===== src/rtl/fp_exce_responder.sv =====
// Turns the FPU_8 exception verdict into the special minifloat result (s|eeee|mmm),
// with sticky exception flags and a saturating exceptional-request counter.
module fp_exce_responder #(
  parameter int         COUNT_W    = 8,
  parameter logic [7:0] QNAN_VALUE = 8'h7C
) (
  input  logic               CLK,
  input  logic               RST,
  input  logic               IN_VALID,
  output logic               IN_READY,
  input  logic [1:0]         FP_OPERATION,
  input  logic [7:0]         OP_A,
  input  logic [7:0]         OP_B,
  input  logic               OP_IS_EXCEPTION,
  input  logic [2:0]         FP_EXCE,
  output logic               RES_VALID,
  input  logic               RES_READY,
  output logic               RES_SPECIAL,
  output logic [7:0]         RES_VALUE,
  output logic [2:0]         RES_EXCE,
  output logic [3:0]         FLAGS,
  input  logic               FLAGS_CLR,
  output logic [COUNT_W-1:0] EXCE_COUNT
);

  // Exception code encoding shared with the detector.
  localparam logic [2:0] NO_EXCE       = 3'd0;
  localparam logic [2:0] QNAN_EXCE     = 3'd1;
  localparam logic [2:0] SNAN_EXCE     = 3'd2;
  localparam logic [2:0] INF_EXCE      = 3'd3;
  localparam logic [2:0] ZERO_DIV_EXCE = 3'd4;

  typedef enum logic [1:0] {S_IDLE, S_QUIET, S_OUT} state_t;

  state_t             state_q, state_d;
  logic [7:0]         opa_q, opb_q;
  logic [7:0]         value_q;
  logic               special_q;
  logic [2:0]         exce_q;
  logic [3:0]         flags_q, flags_d;
  logic [COUNT_W-1:0] count_q, count_d, cnt_base;

  logic       accept;
  logic [2:0] eff_code;
  logic [7:0] acc_value;
  logic       acc_special;
  logic [2:0] acc_set;  // {NP, DZ, NV}

  // The operation code does not influence the special result.
  logic unused_op;
  assign unused_op = ^FP_OPERATION;

  function automatic logic [7:0] quiet_nan(input logic [7:0] a, input logic [7:0] b);
    return (a[6:3] == 4'hF && a[2:0] != 3'b000) ? (a | 8'h04) : (b | 8'h04);
  endfunction

  assign accept   = IN_READY && IN_VALID;
  assign eff_code = OP_IS_EXCEPTION ? FP_EXCE : NO_EXCE;

  always_comb begin
    acc_value   = 8'h00;
    acc_special = 1'b0;
    acc_set     = 3'b000;
    if (OP_IS_EXCEPTION) begin
      acc_special = 1'b1;
      case (FP_EXCE)
        QNAN_EXCE: begin
          acc_value = quiet_nan(OP_A, OP_B);
          acc_set   = 3'b100;
        end
        // Value is formed in QUIET from the latched operands.
        SNAN_EXCE: acc_set = 3'b101;
        INF_EXCE: begin
          acc_value = QNAN_VALUE;
          acc_set   = 3'b001;
        end
        ZERO_DIV_EXCE: begin
          if (OP_A[6:0] == 7'h00) begin
            acc_value = QNAN_VALUE;
            acc_set   = 3'b001;
          end else begin
            acc_value = {OP_A[7] ^ OP_B[7], 7'h78};
            acc_set   = 3'b010;
          end
        end
        default: begin
          acc_value = QNAN_VALUE;
          acc_set   = 3'b001;
        end
      endcase
    end
  end

  // Clear first, then apply this cycle's sets so a coincident set survives.
  always_comb begin
    cnt_base = FLAGS_CLR ? '0 : count_q;
    flags_d  = FLAGS_CLR ? 4'b0000 : flags_q;
    count_d  = cnt_base;
    if (accept) begin
      flags_d[2:0] = flags_d[2:0] | acc_set;
      if (OP_IS_EXCEPTION) begin
        if (cnt_base != '1) count_d = cnt_base + COUNT_W'(1);
        if (count_d == '1) flags_d[3] = 1'b1;
      end
    end
  end

  always_ff @(posedge CLK) begin
    if (RST) begin
      state_q   <= S_IDLE;
      opa_q     <= 8'h00;
      opb_q     <= 8'h00;
      value_q   <= 8'h00;
      special_q <= 1'b0;
      exce_q    <= NO_EXCE;
      flags_q   <= 4'b0000;
      count_q   <= '0;
    end else begin
      state_q <= state_d;
      flags_q <= flags_d;
      count_q <= count_d;
      if (accept) begin
        opa_q     <= OP_A;
        opb_q     <= OP_B;
        value_q   <= acc_value;
        special_q <= acc_special;
        exce_q    <= eff_code;
      end else if (state_q == S_QUIET) begin
        value_q <= quiet_nan(opa_q, opb_q);
      end
    end
  end

  always_comb begin
    state_d = state_q;
    case (state_q)
      S_IDLE:  if (IN_VALID) state_d = (eff_code == SNAN_EXCE) ? S_QUIET : S_OUT;
      S_QUIET: state_d = S_OUT;
      S_OUT:   if (RES_READY) state_d = S_IDLE;
      default: state_d = S_IDLE;
    endcase
  end

  always_comb begin
    IN_READY  = (state_q == S_IDLE);
    RES_VALID = (state_q == S_OUT);
  end

  assign RES_SPECIAL = special_q;
  assign RES_VALUE   = value_q;
  assign RES_EXCE    = exce_q;
  assign FLAGS       = flags_q;
  assign EXCE_COUNT  = count_q;

endmodule


===== config.mk =====
export PLATFORM = sky130hd
export DESIGN_NAME = fp_exce_responder
export DESIGN_NICKNAME = d
export VERILOG_FILES = /design/src/rtl/fp_exce_responder.sv
export SDC_FILE = /design/constraint.sdc
export NUM_CORES = 1
export LEC_CHECK = 0
export ABC_AREA = 1
export CORE_MARGIN = 2
export CORE_UTILIZATION = 40
export CTS_CLUSTER_SIZE = 10
export DETAILED_ROUTE_END_ITERATION = 12
export PLACE_DENSITY = 0.68
export REMOVE_ABC_BUFFERS = 1
export SYNTH_ARGS = -nofsm -noshare
export SYNTH_HDL_FRONTEND = slang
export SYNTH_SLANG_ARGS = --single-unit

===== constraint.sdc =====
create_clock -name CLK -period 1.5 [get_ports CLK]
set_input_delay 0.15 -clock CLK [delete_from_list [all_inputs] [get_ports CLK]]
set_output_delay 0.15 -clock CLK [all_outputs]
set_load 0.1 [all_outputs]

==> results.yml, run 1 <==
global_route:
  grt_pass1_wl_microns: 8700
  grt_overflow: 0
  grt_pass1_vias: 1984
  grt_max_degree: 20
  grt_antenna_before_repair: 0
  track_usage_pct: 20.5
sta:
  setup-violations-final: 0
  slew_headroom_pct: 81.5
  fin_crit_sh_pct: 90.7
  skew_ps: 3.62
  finalCriticalPeriod_ps: 1360
  slew_violations: 0
  fin_ws_ps: 139
  rsz0062_at_grt: "no"
  max_freq_mhz: 735
  hold_violations: 0
  tightest_slew_ps: 277
synthesis:
  yosysTopAreaCell: "dfxtp_1"
  syn_area_sq_mm: 0.00197
  yosys_warnings: 0
  synth_cells: 290
  ys_ff_latch: 41
  synth.distinct_cells: 27
  postSynthAreaPerCell_sq_um: 6.80
  yosysSeqAreaShare_pct: 41.6
  synthTopCellsByArea: "dfxtp_1 (42%), nand2_1 (12%), o21ai_0 (9.4%)"
  synth_top_area_share_pct: 41.6
route:
  vias: 2144
  drt-wirelength-per-cell_microns: 12.0
  ant_nets: 0
  avgViaCountPerCell: 4.84
  wl_microns: 5320
  drc: 0
  first_pass_iters: 4
  drtIter0Drc: 93
clock_tree:
  htree_levels: 2
  cts_made_buffers: 5
  clock_path_buffers: 2
  root_buffer: "clkbuf_8"
  cts_sinks: 41
  cts_tree: "yes"
  clk_latency_ps: 290
  clkTransAtPathRegs_ps: 70
die:
  start_util_pct: 41.7
  row_count: 25
  die_x_microns: 74.2
  dieArea_sq_mm: 0.00551
  die_y_microns: 74.2
  ios: 53
  coreArea_sq_mm: 0.00472
power_and_ir_drop:
  p_leak_nw: 1.39
  vdd_drop_max_mv: 0.574
  p_switching_mw: 0.864
  p_sw_share_pct: 32.4
  comb_power_share_pct: 29.3
  p_per_area_mw_per_mm2: 842
  power.internal_mw: 1.81
  clkPwrFrac_pct: 25.7
  seq_power_share_pct: 45.0
setup_path:
  endpoint_kind: "output pin"
  crit_required_ps: 1350
  path_class: "reg2out"
  cp.arrival_ps: 1210
  worst_path_largest_cell_delay_ps: 320
  cp_max_fo: 3
  critPathTopFamily: "buffers and inverters"
  slowest_stage: "dfxtp_1"
  cp-start-kind: "register"
  path_cells: "buf_4, nor2_1, buf_12"
  cp.buffers_inverters: 2
flow_run:
  drv_cap: 0
final_layout:
  drive_gt1_share_pct: 22.1
  antenna_cells: 0
  nNetsFinal: 402
  area_growth_pct: 60.7
  fin_cells: 443
place:
  routabilityCongestion: 0.894
  portBuffers: 49
  dp.cells: 433
  dpl_worst_slack_ps: -215
  place_hpwl_microns: 4070
outcome:
  outcome: "finished clean"
min_path:
  min_path_type: "in2reg"
## what timing repair did
item,CTS,global route
setup buffers,0,1
hold buffers,0,0
resized for setup,0,3
setup endpoints to repair,0,2
hold endpoints to repair,0,0
## synth_stat cells
cell type / instances
nor2_4: 1
nand3_2: 2
nor2_8: 1
a21oi_2: 1
nor2_2: 1
xnor2_1: 1
nand3_1: 13
dfxtp_1: 41
nor2_1: 37
nand2_4: 1
buf_2: 4
nand2_2: 1
nand3b_1: 1
nor3_1: 2
inv_2: 3
a21oi_1: 29
o21ai_0: 37
inv_1: 34
buf_4: 1
buf_6: 1
nand4_1: 4
o21a_1: 1
clkbuf_1: 4
nor3_2: 1
a31oi_1: 5
o211ai_1: 1
nand2_1: 62
## cell families after synthesis
| logic type | after synthesis | synth area share (%) |
|---|---|---|
| xor gates and xnor gates | 1 | 0.444 |
| DFF | 41 | 41.6 |
| AOI/OAI and AO/OA | 74 | 19.5 |
| buffers and inverters | 47 | 9.77 |
| and+or+nand+nor | 127 | 28.6 |
## metal layers
metal	vias up	track usage, %	share of wire [%]
li1	1111	-	-
met1	963	25.5	44
met2	61	35.1	50
met3	9	3.66	4.3
met4	0	8.73	1.8
met5	-	0	0
## through the flow
step | TNS [ps] | total power, mW | util [%] | cell area, sq um | hold slack, ps
2_1_floorplan | -4070 | 1.62 | - | 1920 | 212
3_3_place_gp | -1090 | 1.99 | 65.0 | 3070 | 442
3_5_place_dp | -1880 | 2.00 | 65.0 | 3070 | 446
4_1_cts | 0 | 2.69 | 66.6 | 3150 | 433
5_1_grt | 0 | 2.78 | 67.1 | 3170 | 458
6_report | 0 | 2.67 | 67.1 | 3170 | 405
## registers in the layout, indices dropped and copies added, names as in the netlist
register,cells
EXCE_COUNT,8
RES_VALUE,8
opa_q,8
opb_q,7
FLAGS,4
RES_EXCE,3
state_q,2
RES_SPECIAL,1
## cells in the final DEF, fill, tap and decap left out
cell type / n
nor2_1: 37
dfxtp_1: 40
buf_4: 35
nor2_2: 1
inv_4: 1
nand2_1: 62
dlymetal6s2s_1: 1
clkinvlp_4: 1
a21oi_2: 1
nand2_4: 1
nor2_8: 1
o21a_1: 1
inv_1: 34
nor3_2: 1
xnor2_1: 1
nor3_1: 2
o21ai_0: 37
nand3b_1: 1
nor2_4: 1
clkdlybuf4s50_1: 22
dfxtp_2: 1
a21oi_1: 29
clkbuf_1: 3
nand3_1: 13
inv_2: 2
buf_12: 29
nand2_2: 1
clkbuf_8: 5
nand4_1: 4
nand3_2: 2
a31oi_1: 5
o211ai_1: 1
## worst min-delay path, cell delays in order
cell,delay [ps]
dlymetal6s2s_1,190
clkinvlp_4,130
nand2_1,70
a21oi_2,120
## cell type report
type | count | area, sq um
Multi-Input combinational cell | 202 | 958
Fill cell | 412 | 1550
Clock buffer | 8 | 80.1
Sequential cell | 41 | 822
Inverter | 37 | 141
Tap cell | 67 | 83.8
Timing Repair inverter | 1 | 7.51
Timing Repair Buffer | 87 | 1080
## power by group through the flow
stage / Clock [mW] / Sequential (mW) / Combinational, mW
2_1_floorplan: 0 / 1.42 / 0.202
3_3_place_gp: 0 / 1.22 / 0.769
3_5_place_dp: 0 / 1.23 / 0.778
4_1_cts: 0.704 / 1.20 / 0.781
5_1_grt: 0.739 / 1.21 / 0.833
6_report: 0.685 / 1.20 / 0.783
## worst paths after layout
kind	start	end	slack, ps	cells after the start
setup reg to reg	EXCE_COUNT[2]$_SDFF_PP0_	EXCE_COUNT[1]$_SDFF_PP0_	150	9
hold reg to reg	opb_q[6]$_SDFFE_PP0P_	opb_q[6]$_SDFFE_PP0P_	450	2
setup / recovery	state_q[0]$_SDFFE_PP0P_	RES_VALID	140	3
hold / removal	FLAGS_CLR	FLAGS[3]$_SDFF_PP0_	400	4
Power figures use the tool's default switching activity.
==> run 2, diff against run 1 <==
- CORE_ASPECT_RATIO: unset -> 1.75
- PLACE_DENSITY: 0.68 -> 0.71
- clock period: 1.5 -> 1.2 ns (I/O delays scaled with it)
==> results.yml, run 2 (same netlist as run 1, synthesis figures left out) <==
flow_run:
  drv_cap: 0
route:
  first_pass_iters: 4
  ant_nets: 0
  drtIter0Drc: 79
  drc: 0
  drt-wirelength-per-cell_microns: 14.4
  wl_microns: 6510
  vias: 2419
  avgViaCountPerCell: 5.36
setup_path:
  crit_required_ps: 1440
  cp-start-kind: "register"
  path_cells: "inv_2, nand2_4, nor2_8, nand2_8, nor2_4, nand2_2, nor2_1, nand2_1, a21oi_2"
  path_depth: 9
  cp.arrival_ps: 1570
  cp_max_fo: 5
  critPathTopFamily: "simple AND/OR/NAND/NOR gates"
  reg2regPathDepth: 9
  endpoint_kind: "register"
  path_class: "reg2reg"
  worst_path_largest_cell_delay_ps: 330
  cp.buffers_inverters: 1
  slowest_stage: "dfxtp_2"
global_route:
  grt_max_degree: 22
  grt_overflow: 0
  track_usage_pct: 22.4
  grt_pass1_vias: 2309
  grt_pass1_wl_microns: 9810
  grt_antenna_before_repair: 0
sta:
  tightest_slew_ps: 373
  hold_violations: 0
  setup-violations-final: 27
  whs_ps: 188
  fin_crit_sh_pct: 111
  fin_tns_setup_ps: -1780
  finalCriticalPeriod_ps: 1330
  slew_headroom_pct: 75.0
  max_freq_mhz: 750
  fin_ws_ps: -134
  rsz0062_at_grt: "yes"
  skew_ps: 4.03
  slew_violations: 0
final_layout:
  nNetsFinal: 425
  area_growth_pct: 77.8
  final_common_cell: "nand2_1"
  final_util_pct: 74.5
  drive_gt1_share_pct: 37.1
  antenna_cells: 0
  final_cell_mix: "nand2_1 (57), buf_4 (55), dfxtp_1 (33), o21ai_0 (30), inv_1 (29)"
  fin_cells: 451
  fin_area_sq_mm: 0.00351
  fillers: 346
clock_tree:
  hold_buffers: 0
  cts_sinks: 41
  htree_levels: 2
  cts_made_buffers: 5
  root_buffer: "clkbuf_8"
  clk_latency_ps: 300
  cts_tree: "yes"
  clock_path_buffers: 2
  clkTransAtPathRegs_ps: 80
place:
  dpl_worst_slack_ps: -429
  portBuffers: 49
  dp.cells: 436
  dpl-instance-area_sq_mm: 0.00316
  routabilityCongestion: 0.934
  place_hpwl_microns: 4690
min_path:
  holdPathStages: 4
  min_path_type: "in2reg"
die:
  die_x_microns: 57.1
  ios: 53
  dieArea_sq_mm: 0.00553
  die_y_microns: 96.9
  start_util_pct: 41.9
  row_count: 33
  coreArea_sq_mm: 0.00471
power_and_ir_drop:
  p_leak_nw: 1.55
  finalPower_mw: 3.47
  vdd_drop_max_mv: 0.968
  p_per_area_mw_per_mm2: 988
outcome:
  outcome: "finished, violations left"
  violations: "negative setup slack"
-- run 2: changes by cell type in the layout (fill, tap and decap cells not counted), sizes merged --
cell           delta
buf              +23
clkbuf            -3
clkdlybuf4s50     -5
clkinv            +2
dlygate4sd2       +3
dlymetal6s2s      +2
nand2             +1
-- run 2: path summary, 6_finish.rpt --
| kind | startpoint | endpoint | slack (ps) |
|---|---|---|---|
| worst min register to register | opb_q[5]$_SDFFE_PP0P_ | opb_q[5]$_SDFFE_PP0P_ | 470 |
| worst min-delay path | OP_A[4] | opa_q[4]$_SDFFE_PP0P_ | 190 |
| worst max register to register | state_q[1]$_SDFFE_PP0P_ | FLAGS[3]$_SDFF_PP0_ | -130 |
| worst max-delay path | state_q[1]$_SDFFE_PP0P_ | FLAGS[3]$_SDFF_PP0_ | -130 |
-- run 2: per-layer routing --
layer | track usage, % | vias to the layer above | routed length [microns]
met5 | 0 | - | 0
met4 | 12.0 | 0 | 260
met3 | 3.74 | 30 | 321
met2 | 42.7 | 105 | 3820
met1 | 21.6 | 1131 | 2110
li1 | - | 1153 | -
-- run 2: timing repair --
item                                    4_1_cts  5_1_grt
pin swaps                                     3       11
resized for setup                            39       35
endpoints found under the setup margin       24       34
gates cloned                                  0        1
buffers inserted                              5        1
-- run 2: cell type report --
type	count	area, sq um	share of cell area [%]
multi-input cells	203	1130	32.2
clock inverters	3	17.5	0.500
flip-flops and latches	41	833	23.8
clock buffers	5	68.8	1.96
inverters	37	146	4.18
repair buffers	110	1250	35.6
well taps	52	65.1	1.86
-- run 2: worst reg2reg max path, delay by kind of cell, from the launching register on --
kind                   cells  cell delay (ps)
buffers and inverters      1               70
and+or+nand+nor            7              760
DFF                        1              330
AOI/OAI and AO/OA          1              110
-- run 2: where the power goes --
group	internal, mW	switching [mW]	total [mW]
clock network	0.401	0.494	0.895
registers	1.44	0.0638	1.50
logic	0.436	0.631	1.07
total	2.28	1.19	3.47
==> run 3, diff against run 2 <==
- CORE_UTILIZATION: 40 -> 43
- PLACE_DENSITY: 0.71 -> 0.75
==> results.yml, run 3 (same netlist as run 1, synthesis figures left out) <==
global_route:
  grt_antenna_before_repair: 0
  grt_overflow: 0
  grt_pass1_wl_microns: 10300
  grt_pass1_vias: 2347
  track_usage_pct: 27.5
  grt_max_degree: 23
place:
  place_hpwl_microns: 4420
  routabilityCongestion: 0.849
  portBuffers: 49
  dp.cells: 431
sta:
  fin_ws_ps: -167
  fin_crit_sh_pct: 114
  skew_ps: 6.15
  hold_violations: 0
  fin_tns_setup_ps: -1980
  tightest_slew_ps: 313
  setup-violations-final: 27
  max_freq_mhz: 731
  rsz0062_at_grt: "yes"
  slew_violations: 0
  finalCriticalPeriod_ps: 1370
  slew_headroom_pct: 79.1
setup_path:
  path_class: "reg2reg"
  path_common_cell: "nand2_1"
  cp-start-kind: "register"
  path_cells: "buf_4, inv_1, nor2_2, nand4_1, nand2_1, nor2_1, nand2_1, a21oi_2"
  slowest_stage: "dfxtp_1"
  r2r_setup_slack_ps: -170
  cp_max_fo: 3
  endpoint_kind: "register"
  crit_required_ps: 1400
  cp.arrival_ps: 1570
  worst_path_largest_cell_delay_ps: 390
min_path:
  min_path_type: "in2reg"
die:
  die_y_microns: 93.6
  die_x_microns: 55.2
  ios: 53
  dieArea_sq_mm: 0.00516
  row_count: 32
  start_util_pct: 44.8
  coreArea_sq_mm: 0.00440
clock_tree:
  cts_made_buffers: 5
  cts_sinks: 41
  htree_levels: 2
  clkTransAtPathRegs_ps: 80
  clock_path_buffers: 2
  cts_tree: "yes"
  clk_latency_ps: 310
  hold_buffers: 0
  root_buffer: "clkbuf_8"
route:
  vias: 2477
  drc: 0
  avgViaCountPerCell: 5.53
  ant_nets: 0
  drtIter0Drc: 113
  first_pass_iters: 5
  drt-wirelength-per-cell_microns: 16.4
  wl_microns: 7330
power_and_ir_drop:
  vdd_drop_max_mv: 1.14
  p_per_area_mw_per_mm2: 1090
  p_leak_nw: 1.58
final_layout:
  final_util_pct: 82.1
  fin_cells: 448
  area_growth_pct: 83.4
  nNetsFinal: 423
  antenna_cells: 0
  drive_gt1_share_pct: 41.1
  final_common_cell: "nand2_1"
  final_cell_mix: "nand2_1 (51), buf_4 (47), dfxtp_1 (35), buf_12 (30), inv_1 (27)"
flow_run:
  drv_cap: 0
outcome:
  outcome: "finished, violations left"
  violations: "negative setup slack"
-- run 3: cell count changes in the layout (fill, tap and decap cells not counted), moves of 3 or more --
cell     change
buf_6        +5
nand3_2      +3
buf_4        -8
a21oi_2      +3
nor2_1       -5
o21ai_0      -6
nand2_2      +7
nand2_1      -6
inv_2        +3
nor2_2       +5
a21oi_1      -3
o21ai_1      +4
buf_12       +3
-- run 3: per-layer routing --
layer	wire length, microns	track usage (%)	vias up
met3	371	6.07	32
met5	0	0	-
met4	351	13.0	0
li1	-	-	1156
met1	2520	27.9	1188
met2	4090	49.7	101
-- run 3: critical path, delay by kind of cell (launching register included) --
family	cells	cell delay [ps]
and+or+nand+nor	5	610
DFF	1	390
buffers and inverters	2	210
AOI/OAI and AO/OA	1	50
-- run 3: repair_timing --
action                                  4_1_cts  5_1_grt
endpoints found under the setup margin       23       43
resized for setup                            48       51
pin swaps                                     7       22
setup buffers                                 4        5
-- run 3: metrics by stage --
| stage | hold WS (ps) | setup slack, ps | area, sq um | total power, mW |
|---|---|---|---|---|
| final | 143 | -167 | 3620 | 3.93 |
| after global routing | 146 | -232 | 3620 | 4.06 |
| after CTS | 302 | -65.2 | 3450 | 3.88 |
| after detailed placement | 451 | -426 | 3170 | 2.52 |
| after global placement | 445 | -403 | 3170 | 2.51 |
| after floorplan | 182 | -800 | 1920 | 2.02 |
-- run 3: final timing paths --
path / from / end / depth (start not counted)
min: FP_EXCE[2] / RES_EXCE[2]$_SDFFE_PP0P_ / 3
max reg2reg: EXCE_COUNT[6]$_SDFF_PP0_ / FLAGS[3]$_SDFF_PP0_ / 8
max: EXCE_COUNT[6]$_SDFF_PP0_ / FLAGS[3]$_SDFF_PP0_ / 8
min reg2reg: opb_q[6]$_SDFFE_PP0P_ / opb_q[6]$_SDFFE_PP0P_ / 2
-- run 3: power breakdown --
group,switching [mW],internal (mW),leakage (nW),total (mW)
Combinational,0.651,0.448,1.17,1.10
Sequential,0.0650,1.44,0.339,1.50
Clock,0.504,0.826,0.0681,1.33
Total,1.22,2.71,1.58,3.93
-- run 3: cell type report --
type / instances / area, sq um
inverter: 37 / 144
clock buffer: 5 / 68.8
sequential: 41 / 831
multi-input combinational: 202 / 1150
tap: 51 / 63.8
timing repair buffer: 109 / 1290
fill: 247 / 788
clock inverter: 3 / 65.1
